--- src/rtl/addr_sweep_sched.sv ---
// ============================================================================
//  Module   : addr_sweep_sched
//  Purpose  : Round-robin arbitrated 2-D address sweep generator with a
//             valid/ready address stream, sticky wrap detection and done pulse.
//             Optional macro ADDR_SWEEP_SCHED_OVF_STOP_EN ends the sweep on
//             the first wrapped beat.
//  Revision : 1.0 - initial release
// ============================================================================
`default_nettype none

module addr_sweep_sched #(
    parameter int ROWS       = 6,
    parameter int COLS       = 4,
    parameter int ROW_STRIDE = 4,
    parameter int COL_STRIDE = 1,
    parameter int AW         = 32
) (
    input  logic          clk,
    input  logic          rst,
    input  logic [1:0]    req,
    input  logic [AW-1:0] base0,
    input  logic [AW-1:0] base1,
    output logic [1:0]    grant,
    output logic          busy,
    output logic          addr_valid,
    input  logic          addr_ready,
    output logic [AW-1:0] addr,
    output logic          addr_last,
    output logic          overflow,
    output logic          done,
    output logic          done_id
);

    localparam int IW = (ROWS > 1) ? $clog2(ROWS) : 1;
    localparam int JW = (COLS > 1) ? $clog2(COLS) : 1;
    localparam logic [AW-1:0] ROW_STEP = AW'(ROW_STRIDE);
    localparam logic [AW-1:0] COL_STEP = AW'(COL_STRIDE);
    localparam logic [IW-1:0] I_LAST   = IW'(ROWS - 1);
    localparam logic [JW-1:0] J_LAST   = JW'(COLS - 1);

    typedef enum logic [1:0] {
        IDLE = 2'd0,
        RUN  = 2'd1,
        DONE = 2'd2
    } state_t;

    state_t state, state_next;

    logic [IW-1:0] row_idx;
    logic [JW-1:0] col_idx;
    logic [AW-1:0] row_addr;
    logic [AW-1:0] cur_addr;
    logic          row_hi;
    logic          beat_hi;
    logic          ovf;
    logic          owner;
    logic          rr_ptr;

    logic          start;
    logic          pick;
    logic [AW-1:0] base_sel;
    logic          beat_fire;
    logic          pos_last;
    logic          is_last;
    logic [AW:0]   col_sum;
    logic [AW:0]   row_sum;

    assign start     = (state == IDLE) && (req != 2'b00);
    assign pick      = (req == 2'b11) ? rr_ptr : req[1];
    assign base_sel  = pick ? base1 : base0;
    assign beat_fire = (state == RUN) && addr_ready;
    assign pos_last  = (row_idx == I_LAST) && (col_idx == J_LAST);

`ifdef ADDR_SWEEP_SCHED_OVF_STOP_EN
    assign is_last = pos_last || beat_hi;
`else
    assign is_last = pos_last;
`endif

    // Carry bits of the incremental adders mark beats whose untruncated sum wrapped.
    assign col_sum = {1'b0, cur_addr} + {1'b0, COL_STEP};
    assign row_sum = {1'b0, row_addr} + {1'b0, ROW_STEP};

    always_ff @(posedge clk) begin
        if (rst) begin
            state <= IDLE;
        end else begin
            state <= state_next;
        end
    end

    always_comb begin
        state_next = state;
        unique case (state)
            IDLE:    if (req != 2'b00) state_next = RUN;
            RUN:     if (addr_ready && is_last) state_next = DONE;
            DONE:    state_next = IDLE;
            default: state_next = IDLE;
        endcase
    end

    always_ff @(posedge clk) begin
        if (rst) begin
            row_idx  <= '0;
            col_idx  <= '0;
            row_addr <= '0;
            cur_addr <= '0;
            row_hi   <= 1'b0;
            beat_hi  <= 1'b0;
            ovf      <= 1'b0;
            owner    <= 1'b0;
            rr_ptr   <= 1'b0;
        end else begin
            if (start) begin
                owner    <= pick;
                row_addr <= base_sel;
                cur_addr <= base_sel;
                row_idx  <= '0;
                col_idx  <= '0;
                row_hi   <= 1'b0;
                beat_hi  <= 1'b0;
                ovf      <= 1'b0;
            end else if (beat_fire && !is_last) begin
                if (col_idx != J_LAST) begin
                    col_idx  <= col_idx + JW'(1);
                    cur_addr <= col_sum[AW-1:0];
                    beat_hi  <= beat_hi | col_sum[AW];
                    ovf      <= ovf | beat_hi | col_sum[AW];
                end else begin
                    // A new row restarts from the row origin, which may not have wrapped yet.
                    col_idx  <= '0;
                    row_idx  <= row_idx + IW'(1);
                    row_addr <= row_sum[AW-1:0];
                    cur_addr <= row_sum[AW-1:0];
                    row_hi   <= row_hi | row_sum[AW];
                    beat_hi  <= row_hi | row_sum[AW];
                    ovf      <= ovf | row_hi | row_sum[AW];
                end
            end
            if (state == DONE) begin
                rr_ptr <= ~owner;
            end
        end
    end

    assign grant      = (state == RUN) ? (owner ? 2'b10 : 2'b01) : 2'b00;
    assign busy       = (state != IDLE);
    assign addr_valid = (state == RUN);
    assign addr       = cur_addr;
    assign addr_last  = (state == RUN) && is_last;
    assign overflow   = ovf;
    assign done       = (state == DONE);
    assign done_id    = (state == DONE) && owner;

endmodule

`default_nettype wire

--- config.mk ---
export PLATFORM = sky130hd
export DESIGN_NAME = addr_sweep_sched
export DESIGN_NICKNAME = d
export VERILOG_FILES = /design/src/rtl/addr_sweep_sched.sv
export SDC_FILE = /design/constraint.sdc
export NUM_CORES = 1
export LEC_CHECK = 0
export BUFFER_PORTS_ARGS = -buffer_cell sky130_fd_sc_hd__buf_4
export CAP_MARGIN = 20
export CORE_ASPECT_RATIO = 0.8
export CORE_MARGIN = 2
export CORE_UTILIZATION = 60
export DETAILED_ROUTE_END_ITERATION = 8
export PLACE_DENSITY = 0.91
export SYNTH_ARGS = -nofsm -noshare
export SYNTH_HDL_FRONTEND = slang
export SYNTH_SLANG_ARGS = --single-unit
--- constraint.sdc ---
create_clock -name clk -period 3 [get_ports clk]
set_input_delay 0.6 -clock clk [delete_from_list [all_inputs] [get_ports clk]]
set_output_delay 0.6 -clock clk [all_outputs]
set_load 0.01 [all_outputs]
== Word level (Yosys, flattened, before mapping) ==
Index checks and enable logic that the tools add are counted.

* Register bits after elaboration: 76
* Bits in latches: 0
* Bits in writable memories: 0
* Bits in read-only memories: 0
* Input port bits: 69
* Logic and storage cells: 63
* Memories: 0

* Add/subtract/negate cells: 4
* $mul: 0
* Div/mod/pow operators: 0
* Order comparisons: 0
* Equality and inequality tests: 9
* Shifts and indexed selects: 0
* Mux-type cells: 16
* Bitwise gates (word level): 8
* Reduce and logical (&&, ||, !) cells: 16

{| class="wikitable"
|+ Operators by type and width
! operator !! count
|-
| $mux W32 || 7
|-
| $add A32 B1 Y33 const B || 1
|-
| $add A32 B3 Y33 const B || 1
|-
| $mux W2 || 5
|-
| $logic_and A1 B1 Y1 || 7
|-
| $eq A2 B2 Y1 const B || 3
|-
| $or A1 B1 Y1 || 6
|-
| $reduce_and A2 Y1 || 3
|-
| $reduce_bool A2 Y1 || 3
|-
| $ne A2 B1 Y1 const B || 2
|-
| $ne A2 B2 Y1 const B || 2
|-
| $pmux W2 S2 || 1
|-
| $add A3 B1 Y3 const B || 1
|-
| $eq A3 B3 Y1 const B || 1
|-
| $mux W1 || 3
|-
| $add A2 B1 Y2 const B || 1
|-
| $eq A2 B1 Y1 const B || 1
|-
| $logic_not A2 Y1 || 1
|-
| $not A1 Y1 || 2
|-
| $reduce_or A2 Y1 || 1
|-
| $logic_not A1 Y1 || 1
|}

== Depth between registers and ports, before layout ==
Gate-level depths: netlist of the first run.

* Depth after elaboration: 6
* Gate-level depth with buffers: 9
* Mapped depth without buffers: 8

== Worst setup path after synthesis of the first run ==
No wires, ideal clock.

* Path kind: register to register
* Start: register cur_addr[0] (netlist: addr[0])
* End: register cur_addr[24] (netlist: addr[24])
* Setup time: 0.119 ns
* Arrival time: 1.918 ns
* Path slack: 0.964 ns
* Stages on the path, launching flop included: 8
* Clock period less this slack: 2.036 ns
* Cell sequence: dfxtp_1 > ha_1 > and3_1 > nand4_4 > nor4_2 > xnor2_1 > o22ai_1 > o221a_2

* Word-level cells in the longest chain between the ends: 4

{| class="wikitable"
|+ Ends and longest elaborated chain
! element !! RTL line !! text
|-
| start: declaration || 52 || <nowiki>logic [AW-1:0] cur_addr;</nowiki>
|-
| start signal: assignment || 117 || <nowiki>cur_addr <= base_sel;</nowiki>
|-
| start signal: assignment || 126 || <nowiki>cur_addr <= col_sum[AW-1:0];</nowiki>
|-
| start signal: assignment || 134 || <nowiki>cur_addr <= row_sum[AW-1:0];</nowiki>
|-
| $add A32 B1 Y33 || 81 || <nowiki>assign col_sum = {1'b0, cur_addr} + {1'b0, COL_STEP};</nowiki>
|-
| $mux W32 || 124 || <nowiki>if (col_idx != J_LAST) begin</nowiki>
|-
| $mux W32 || 123 || <nowiki>end else if (beat_fire && !is_last) begin</nowiki>
|-
| $mux W32 || 114 || <nowiki>if (start) begin</nowiki>
|}

No other way between the ends. The select of a mux whose other input is x is not followed.
A chain may end at the register's enable or synchronous reset.

== Worst setup path in the final report of the first run ==
* Start: register row_addr[2]
* End: register row_addr[30]

* Word-level cells in the longest chain between the ends: 4

{| class="wikitable"
|+ Ends and longest elaborated chain
! element !! RTL line !! text
|-
| start: declaration || 51 || <nowiki>logic [AW-1:0] row_addr;</nowiki>
|-
| start signal: assignment || 116 || <nowiki>row_addr <= base_sel;</nowiki>
|-
| start signal: assignment || 133 || <nowiki>row_addr <= row_sum[AW-1:0];</nowiki>
|-
| $add A32 B3 Y33 || 82 || <nowiki>assign row_sum = {1'b0, row_addr} + {1'b0, ROW_STEP};</nowiki>
|-
| $mux W32 || 124 ||
|-
| $mux W32 || 123 ||
|-
| $mux W32 || 114 ||
|}

No other way between the ends. The select of a mux whose other input is x is not followed.

==> results of run 1 <==
==> critical path, delay by kind of cell, from the launching register on <==
kind	cells	cell delay, ps
fa+ha+maj	1	260
simple gates	5	1330
flops	1	490
buf+inv	1	270
compound gates	1	180
==> state kept, by name, summed over array words and instances, names as in the netlist <==
signal / flops
addr: 32
beat_hi: 1
col_idx: 2
overflow: 1
owner: 1
row_addr: 32
row_hi: 1
row_idx: 3
rr_ptr: 1
state: 2
==> final cells by class <==
class                           count  area, sq um  share of cell area [%]
Clock buffer                       12        155.1                   2.455
Clock inverter                      4        47.55                  0.7525
Inverter                           16        60.06                  0.9505
Multi-Input combinational cell    561         3403                   53.86
Sequential cell                    76         1521                   24.08
Tap cell                          112        140.1                   2.218
Timing Repair Buffer              132        991.0                   15.68
==> cells in the final DEF (no fill, tap or decap), types with 3 or more instances in the layout <==
cell type  instances
a211oi_1          19
nor2b_1            3
nand4_4            3
buf_4            132
and2_1             6
and3_1             9
a311oi_1           5
nor2_1            76
nand3_1           42
a21o_1             3
nor3_1            23
o221ai_1           4
a21oi_1           52
a21boi_0           4
a41oi_1            3
a221oi_1          11
o31ai_1            7
and4_1             4
clkbuf_8          11
xor2_1            22
nand2b_1           6
a22oi_1            4
nand4_1           16
dfxtp_1           76
nor4_1             5
o21a_1            10
xnor2_1           30
o221a_2            3
inv_1             16
o211a_1            4
mux2i_1            6
a31o_2             3
nand2_1           85
ha_1               5
or3_1              8
a31oi_1           20
o21ai_0           31
==> per-layer routing <==
layer / vias to the layer above / track usage [%] / wire length (um)
li1: 2745 / - / -
met1: 2852 / 52.57 / 7118
met2: 482 / 60.32 / 7946
met3: 87 / 11.74 / 2696
met4: 0 / 17.48 / 643
met5: - / 0 / 0
==> kinds of logic (layout without fill, tap and decap cells) <==
family	after synthesis	after routing	synth area share, %
adders and majority gates	5	5	1.212
xor gates and xnor gates	52	52	8.822
DFF	76	76	29.47
AOI/OAI and AO/OA	199	199	25.81
muxes	6	6	1.163
and+or+nand+nor	299	299	28.74
buffers and inverters	61	164	4.774
==> report_power, final <==
part | internal [mW] | total [mW] | switching (mW)
sequential | 1.10 | 1.24 | 0.143
combinational | 0.314 | 0.689 | 0.375
clock | 0.428 | 0.831 | 0.404
total | 1.84 | 2.76 | 0.922
==> metrics by stage <==
step	hold WS [ps]	util [%]	cell area, sq um	cells
final	469.7	75.15	6319	913
after global routing	475.7	75.15	6319	913
after CTS	465.3	75.15	6319	913
after detailed placement	453.9	72.74	6116	897
after global placement	446.8	72.74	6116	897
after floorplan	437.3	-	5162	698
==> final timing paths <==
check,from,end,depth (start not counted)
hold / removal,col_idx[1]$_SDFFE_PP0P_,col_idx[1]$_SDFFE_PP0P_,2
setup reg to reg,row_addr[2]$_SDFFE_PP0P_,row_addr[30]$_SDFFE_PP0P_,8
setup / recovery,row_addr[2]$_SDFFE_PP0P_,row_addr[30]$_SDFFE_PP0P_,8
hold reg to reg,col_idx[1]$_SDFFE_PP0P_,col_idx[1]$_SDFFE_PP0P_,2
==> flow_summary.json, run 1 <==
{
  "antennaDiodeCount": 0,
  "cp-start-kind": "flop",
  "period_share_pct": 86.40,
  "synthMostInstantiatedCell": "nand2_1",
  "min_path_type": "flop to flop",
  "worstSetupEndpointType": "flop",
  "drtIter0Drc": 648,
  "hold_viol": 0,
  "synth_warnings": 0,
  "syn_avg_cell_area_sq_um": 7.396,
  "grt_pass1_vias": 5786,
  "ys_seq_elements": 76,
  "io_buffer_count": 108,
  "cpPeakStageDelay_ps": 490,
  "viasPerCell": 6.754,
  "finalSetupViolations": 0,
  "grt_overflow": 0,
  "synthTopCellsByArea": "dfxtp_1 (29%), nand2_1 (6.2%), nor2_1 (5.7%)",
  "io_pins": 109,
  "num_vias": 6166,
  "grt_use_total_pct": 39.74,
  "irDropWorstVdd_mv": 0.2714,
  "max_freq_mhz": 385.8,
  "syn_area_sq_mm": 0.005162,
  "synth_flop_cell": "dfxtp_1",
  "dieArea_sq_mm": 0.009367,
  "cp_cell_sequence": "ha_1 > nand3_1 > nor4_1 > buf_4 > and2_1 > nand2_1 > or3_1 > a31oi_1",
  "worstMarginPinSlew_ps": 951.7,
  "numCtsBuffers": 9,
  "path_class": "flop to flop",
  "postCtsHoldBufs": 0,
  "fin_nets": 870,
  "place.gp.congestion": 1.063,
  "rrSetupSlack_ps": 410,
  "slew_headroom_pct": 36.32,
  "ctsResizeCount": 0,
  "postSynth.asyncResetShare_pct": 0,
  "wirelength_um": 18400,
  "synth_nets": 772,
  "setup_tns_ps": 0,
  "start_util_pct": 61.40,
  "core_sq_mm": 0.008408,
  "worst_clock_skew_ps": 10.20,
  "crit_path_top_delay_cell": "dfxtp_1",
  "grt_pass1_wl_um": 28750,
  "drv_slew": 0,
  "clock_latency_ps": 360,
  "area_growth_pct": 22.39,
  "fin_crit_ps": 2592,
  "grt_max_degree": 34,
  "h-tree-depth": 3,
  "antenna_found_initial": 0,
  "num-fill-cells": 667,
  "status": "complete, no violations",
  "dp_slack_ps": 534.6,
  "power-per-cell-area_mw_per_mm2": 436.9,
  "drcViolationCount": 0,
  "netlist_instances": 698,
  "path_max_fanout": 11,
  "cts_tree": "done",
  "synth_commonest_cells": "nand2_1 (85), nor2_1 (78), dfxtp_1 (76)",
  "clkSlewWorstSetupHoldPaths_ps": 80,
  "drv_cap": 0,
  "placementRows": 30,
  "drive_above_1_share_pct": 20.97,
  "netlist.area_leader.share_pct": 29.47,
  "synth.largest_area_cell": "dfxtp_1",
  "required_ps": 3290,
  "wl_per_cell_um": 20.16,
  "finalWorstSetupSlack_ps": 407.9,
  "ant_nets": 0,
  "cts_root_buf": "clkbuf_8",
  "rsz0062_at_grt": "false",
  "synth_edf_count": 0,
  "first_pass_iters": 7,
  "synthDistinctLibCells": 62,
  "p_leak_nw": 2.533,
  "dp_hpwl_um": 13330,
  "synth-seq-area-share_pct": 29.47,
  "post-cts-setup-buffers": 0,
  "crit_arrival_ps": 2880,
  "die_w_um": 107.7,
  "total_power_mw": 2.760,
  "fp.dieH_um": 86.97,
  "cts_max_path_buffers": 2,
  "cts.sinks": 76
}
(Power assumes the default switching activity.)
==> inputs of run 2 (changes only) <==
- CTS_BUF_LIST: default -> sky130_fd_sc_hd__clkbuf_8
==> run 2 against run 1 <==
- hold slack lost 2.2 ps
- sequential power is essentially flat
- highest routed layer unchanged
- largest cell class unchanged
- register-to-register slack is essentially flat
- core utilization is the same
- critical path type unchanged
- largest power group unchanged
==> flow_summary.json, run 2 (synthesized netlist as in run 1, its figures left out) <==
{
  "status": "complete, no violations",
  "core_sq_mm": 0.008408,
  "fin_nets": 870,
  "period_share_pct": 86.07,
  "numCtsBuffers": 9,
  "path_max_fanout": 11,
  "drtIter0Drc": 649,
  "dieArea_sq_mm": 0.009367,
  "place_inst": 897,
  "min_path_type": "flop to flop",
  "final_common_cell": "buf_4",
  "power-per-cell-area_mw_per_mm2": 435.8,
  "place.gp.congestion": 1.063,
  "drv_slew": 0,
  "ctsResizeCount": 0,
  "dp_hpwl_um": 13330,
  "viasPerCell": 6.725,
  "max_freq_mhz": 387.3,
  "grt_overflow": 0,
  "grt_pass1_vias": 5786,
  "cts_max_path_buffers": 2,
  "final_cell_mix": "buf_4 (132), nand2_1 (85), nor2_1 (76), dfxtp_1 (76), a21oi_1 (52)",
  "fin_crit_ps": 2582,
  "crit_arrival_ps": 2860,
  "final_cell_count_no_fill": 913,
  "drv_cap": 0,
  "p_leak_nw": 2.537,
  "hold_viol": 0,
  "rrSetupSlack_ps": 420,
  "whs_ps": 467.5,
  "die_w_um": 107.7,
  "post-cts-setup-buffers": 0,
  "worstMarginPinSlew_ps": 943.8,
  "io_pins": 109,
  "met3_usage_pct": 11.74,
  "ant_nets": 0,
  "grt_max_degree": 34,
  "wl_per_cell_um": 20.23,
  "drive_above_1_share_pct": 20.97,
  "grt_use_met1_pct": 52.57,
  "worst_clock_skew_ps": 11.63,
  "grt_pass1_wl_um": 28750,
  "clkSlewWorstSetupHoldPaths_ps": 80,
  "num-fill-cells": 667,
  "drcViolationCount": 0,
  "postCtsHoldBufs": 0,
  "slew_headroom_pct": 36.85,
  "first_pass_iters": 6,
  "cts_root_buf": "clkbuf_8",
  "setup_tns_ps": 0,
  "finalSetupViolations": 0,
  "placementRows": 30,
  "busiest_layer": "met2",
  "fp.dieH_um": 86.97,
  "h-tree-depth": 3,
  "antenna_found_initial": 0,
  "grt_use_total_pct": 39.74,
  "path_class": "flop to flop",
  "clock_latency_ps": 360,
  "start_util_pct": 61.40,
  "wirelength_um": 18470,
  "io_buffer_count": 108,
  "cts_tree": "done",
  "required_ps": 3280,
  "cts.sinks": 76,
  "area_growth_pct": 22.39,
  "irDropWorstVdd_mv": 0.2715,
  "num_vias": 6140,
  "worstSetupEndpointType": "flop",
  "antennaDiodeCount": 0,
  "rsz0062_at_grt": "false",
  "cp-start-kind": "flop",
  "grtUsageMet2_pct": 60.32
}
-- run 2: where the power goes --
| part | switching (mW) | total (mW) | internal (mW) |
|---|---|---|---|
| combinational | 0.376 | 0.690 | 0.314 |
| sequential | 0.144 | 1.24 | 1.10 |
| clock | 0.399 | 0.824 | 0.425 |
| total | 0.918 | 2.75 | 1.84 |
-- run 2: metal layers --
layer | routed length [um] | share of wire (%)
met1 | 7279 | 39
met2 | 7912 | 43
met4 | 613 | 3.3
met3 | 2662 | 14
met5 | 0 | 0
-- run 2: final timing paths --
path | start | endpoint | cells past startpoint
setup / recovery | row_addr[2]$_SDFFE_PP0P_ | row_addr[30]$_SDFFE_PP0P_ | 8
hold / removal | col_idx[1]$_SDFFE_PP0P_ | col_idx[1]$_SDFFE_PP0P_ | 2
setup reg to reg | row_addr[2]$_SDFFE_PP0P_ | row_addr[30]$_SDFFE_PP0P_ | 8
hold reg to reg | col_idx[1]$_SDFFE_PP0P_ | col_idx[1]$_SDFFE_PP0P_ | 2
-- run 2: layout make-up --
type                       count  area [sq um]  share of cell area [%]
clock buffer                  11         151.4                   2.396
clock inverter                 5         51.30                  0.8119
inverter                      16         60.06                  0.9505
multi-input combinational    561          3403                   53.86
sequential                    76          1521                   24.08
tap                          112         140.1                   2.218
timing repair buffer         132         991.0                   15.68
-- run 2: per-stage QoR --
stage | power, mW | area (sq um) | util, % | setup slack [ps]
after floorplan | 1.615 | 5162 | - | 963.7
after global placement | 1.894 | 6116 | 72.74 | 684.7
after detailed placement | 1.921 | 6116 | 72.74 | 534.6
after CTS | 2.718 | 6319 | 75.15 | 502.8
after global routing | 2.845 | 6319 | 75.15 | 289.0
final | 2.754 | 6319 | 75.15 | 418.0
-- run 2: worst max-delay path: stages, from the launching register on --
cell	delay, ps
dfxtp_1	490
ha_1	260
nand3_1	180
nor4_1	280
buf_4	270
and2_1	360
nand2_1	160
or3_1	340
a31oi_1	180
==> inputs of run 3 (changes only) <==
- clock period: 3 -> 3.1 ns (I/O delays scaled with it)
==> run 3 against run 2 <==
- total power grew 2.8%
- combinational power shrank 2%
- sequential share of layout area shrank 0.18 points
- die area is the same
- largest power group unchanged
- fmax shrank 0.89%
==> flow_summary.json, run 3 (synthesized netlist as in run 1, its figures left out) <==
{
  "status": "complete, no violations",
  "p_leak_nw": 2.562,
  "irDropWorstVdd_mv": 0.2846,
  "ant_nets": 0,
  "crit_arrival_ps": 2890,
  "core_sq_mm": 0.008408,
  "worst_path_dominant_cell_family": "simple AND/OR/NAND/NOR gates",
  "worstSetupEndpointType": "flop",
  "dieArea_sq_mm": 0.009367,
  "drcViolationCount": 0,
  "io_buffer_count": 108,
  "setup_tns_ps": 0,
  "rsz0062_at_grt": "false",
  "required_ps": 3380,
  "period_share_pct": 84.04,
  "min_path_type": "flop to flop",
  "final_cell_mix": "buf_4 (132), nand2_1 (85), nor2_1 (76), dfxtp_1 (76), a21oi_1 (52)",
  "hold_viol": 0,
  "h-tree-depth": 3,
  "cp_cell_sequence": "ha_1 > nand3_1 > buf_4 > nor4_1 > buf_4 > and2_1 > nand2_1 > or3_1 > a31oi_1",
  "viasPerCell": 6.781,
  "die_w_um": 107.7,
  "fp.dieH_um": 86.97,
  "path_max_fanout": 11,
  "num_vias": 6191,
  "clkSlewWorstSetupHoldPaths_ps": 80,
  "cts_max_path_buffers": 2,
  "cp-start-kind": "flop",
  "drive_above_1_share_pct": 20.97,
  "fin_crit_ps": 2605,
  "critPathBufInv": 2,
  "cts_tree": "done",
  "cts_root_buf": "clkbuf_8",
  "grt_pass1_wl_um": 29260,
  "grt_use_total_pct": 40.15,
  "drv_cap": 0,
  "antennaDiodeCount": 0,
  "io_pins": 109,
  "numCtsBuffers": 9,
  "wirelength_um": 18900,
  "cts.sinks": 76,
  "cpPeakStageDelay_ps": 480,
  "drtIter0Drc": 761,
  "cpMostUsedCell": "buf_4",
  "postCtsHoldBufs": 0,
  "area_growth_pct": 23.32,
  "worst_clock_skew_ps": 10.80,
  "final_common_cell": "buf_4",
  "design_area_sq_mm": 0.006366,
  "start_util_pct": 61.40,
  "worstMarginPinSlew_ps": 981.4,
  "drv_slew": 0,
  "grt_pass1_vias": 5669,
  "wl_per_cell_um": 20.70,
  "dp_hpwl_um": 13500,
  "clock_latency_ps": 360,
  "placementRows": 30,
  "finalSetupViolations": 0,
  "path_class": "flop to flop",
  "dp_slack_ps": 566.5,
  "power-per-cell-area_mw_per_mm2": 444.7,
  "ctsResizeCount": 0,
  "grt_max_degree": 31,
  "grt_overflow": 0,
  "fin_nets": 870,
  "post-cts-setup-buffers": 0,
  "place.gp.congestion": 1.003,
  "crit_path_top_delay_cell": "dfxtp_1",
  "max_freq_mhz": 383.9,
  "first_pass_iters": 7,
  "finalWorstSetupSlack_ps": 494.9,
  "antenna_found_initial": 0,
  "postPlaceCellArea_sq_mm": 0.006116,
  "slew_headroom_pct": 34.14
}
run 3: cell count changes in the layout (fill, tap and decap cells not counted):
cell,change
bufinv_16,+2
clkinv_2,-1
clkinvlp_4,-1
run 3: final cells by class:
type / count / area, sq um
clock buffer: 11 / 151.4
clock inverter: 5 / 98.84
fill: 635 / 2042
inverter: 16 / 60.06
multi-input combinational: 561 / 3403
sequential: 76 / 1521
tap: 112 / 140.1
timing repair buffer: 132 / 991.0
run 3: worst min-delay path: stages (launching register included):
cell,delay (ps)
dfxtp_1,330
inv_1,50
a21oi_1,50
run 3: path summary, 6_finish.rpt:
kind	startpoint	endpoint	slack, ps	cells past startpoint
min reg2reg	addr[14]$_SDFFE_PP0P_	addr[14]$_SDFFE_PP0P_	470	2
max reg2reg	row_addr[2]$_SDFFE_PP0P_	row_addr[30]$_SDFFE_PP0P_	490	9
min	addr[14]$_SDFFE_PP0P_	addr[14]$_SDFFE_PP0P_	470	2
max	row_addr[2]$_SDFFE_PP0P_	row_addr[30]$_SDFFE_PP0P_	490	9
run 3: metal layers:
metal	vias to the layer above	wire length, um	share of wire, %	track usage [%]
li1	2741	-	-	-
met1	2828	7207	38	54.07
met2	519	8168	43	62.21
met3	103	2758	15	10.25
met4	0	765	4.0	15.27
met5	-	0	0	0
run 3: per-stage QoR:
step	hold slack, ps	std cells	util (%)	power [mW]
6_report	472.3	913	75.71	2.831
5_1_grt	502.2	913	75.71	2.919
4_1_cts	472.3	913	75.71	2.804
3_5_place_dp	459.2	897	72.74	1.862
3_3_place_gp	447.2	897	72.74	1.832
2_1_floorplan	437.3	698	-	1.563
run 3: where the power goes:
part	switching, mW	internal (mW)
combinational	0.373	0.306
clock	0.383	0.575
sequential	0.133	1.06
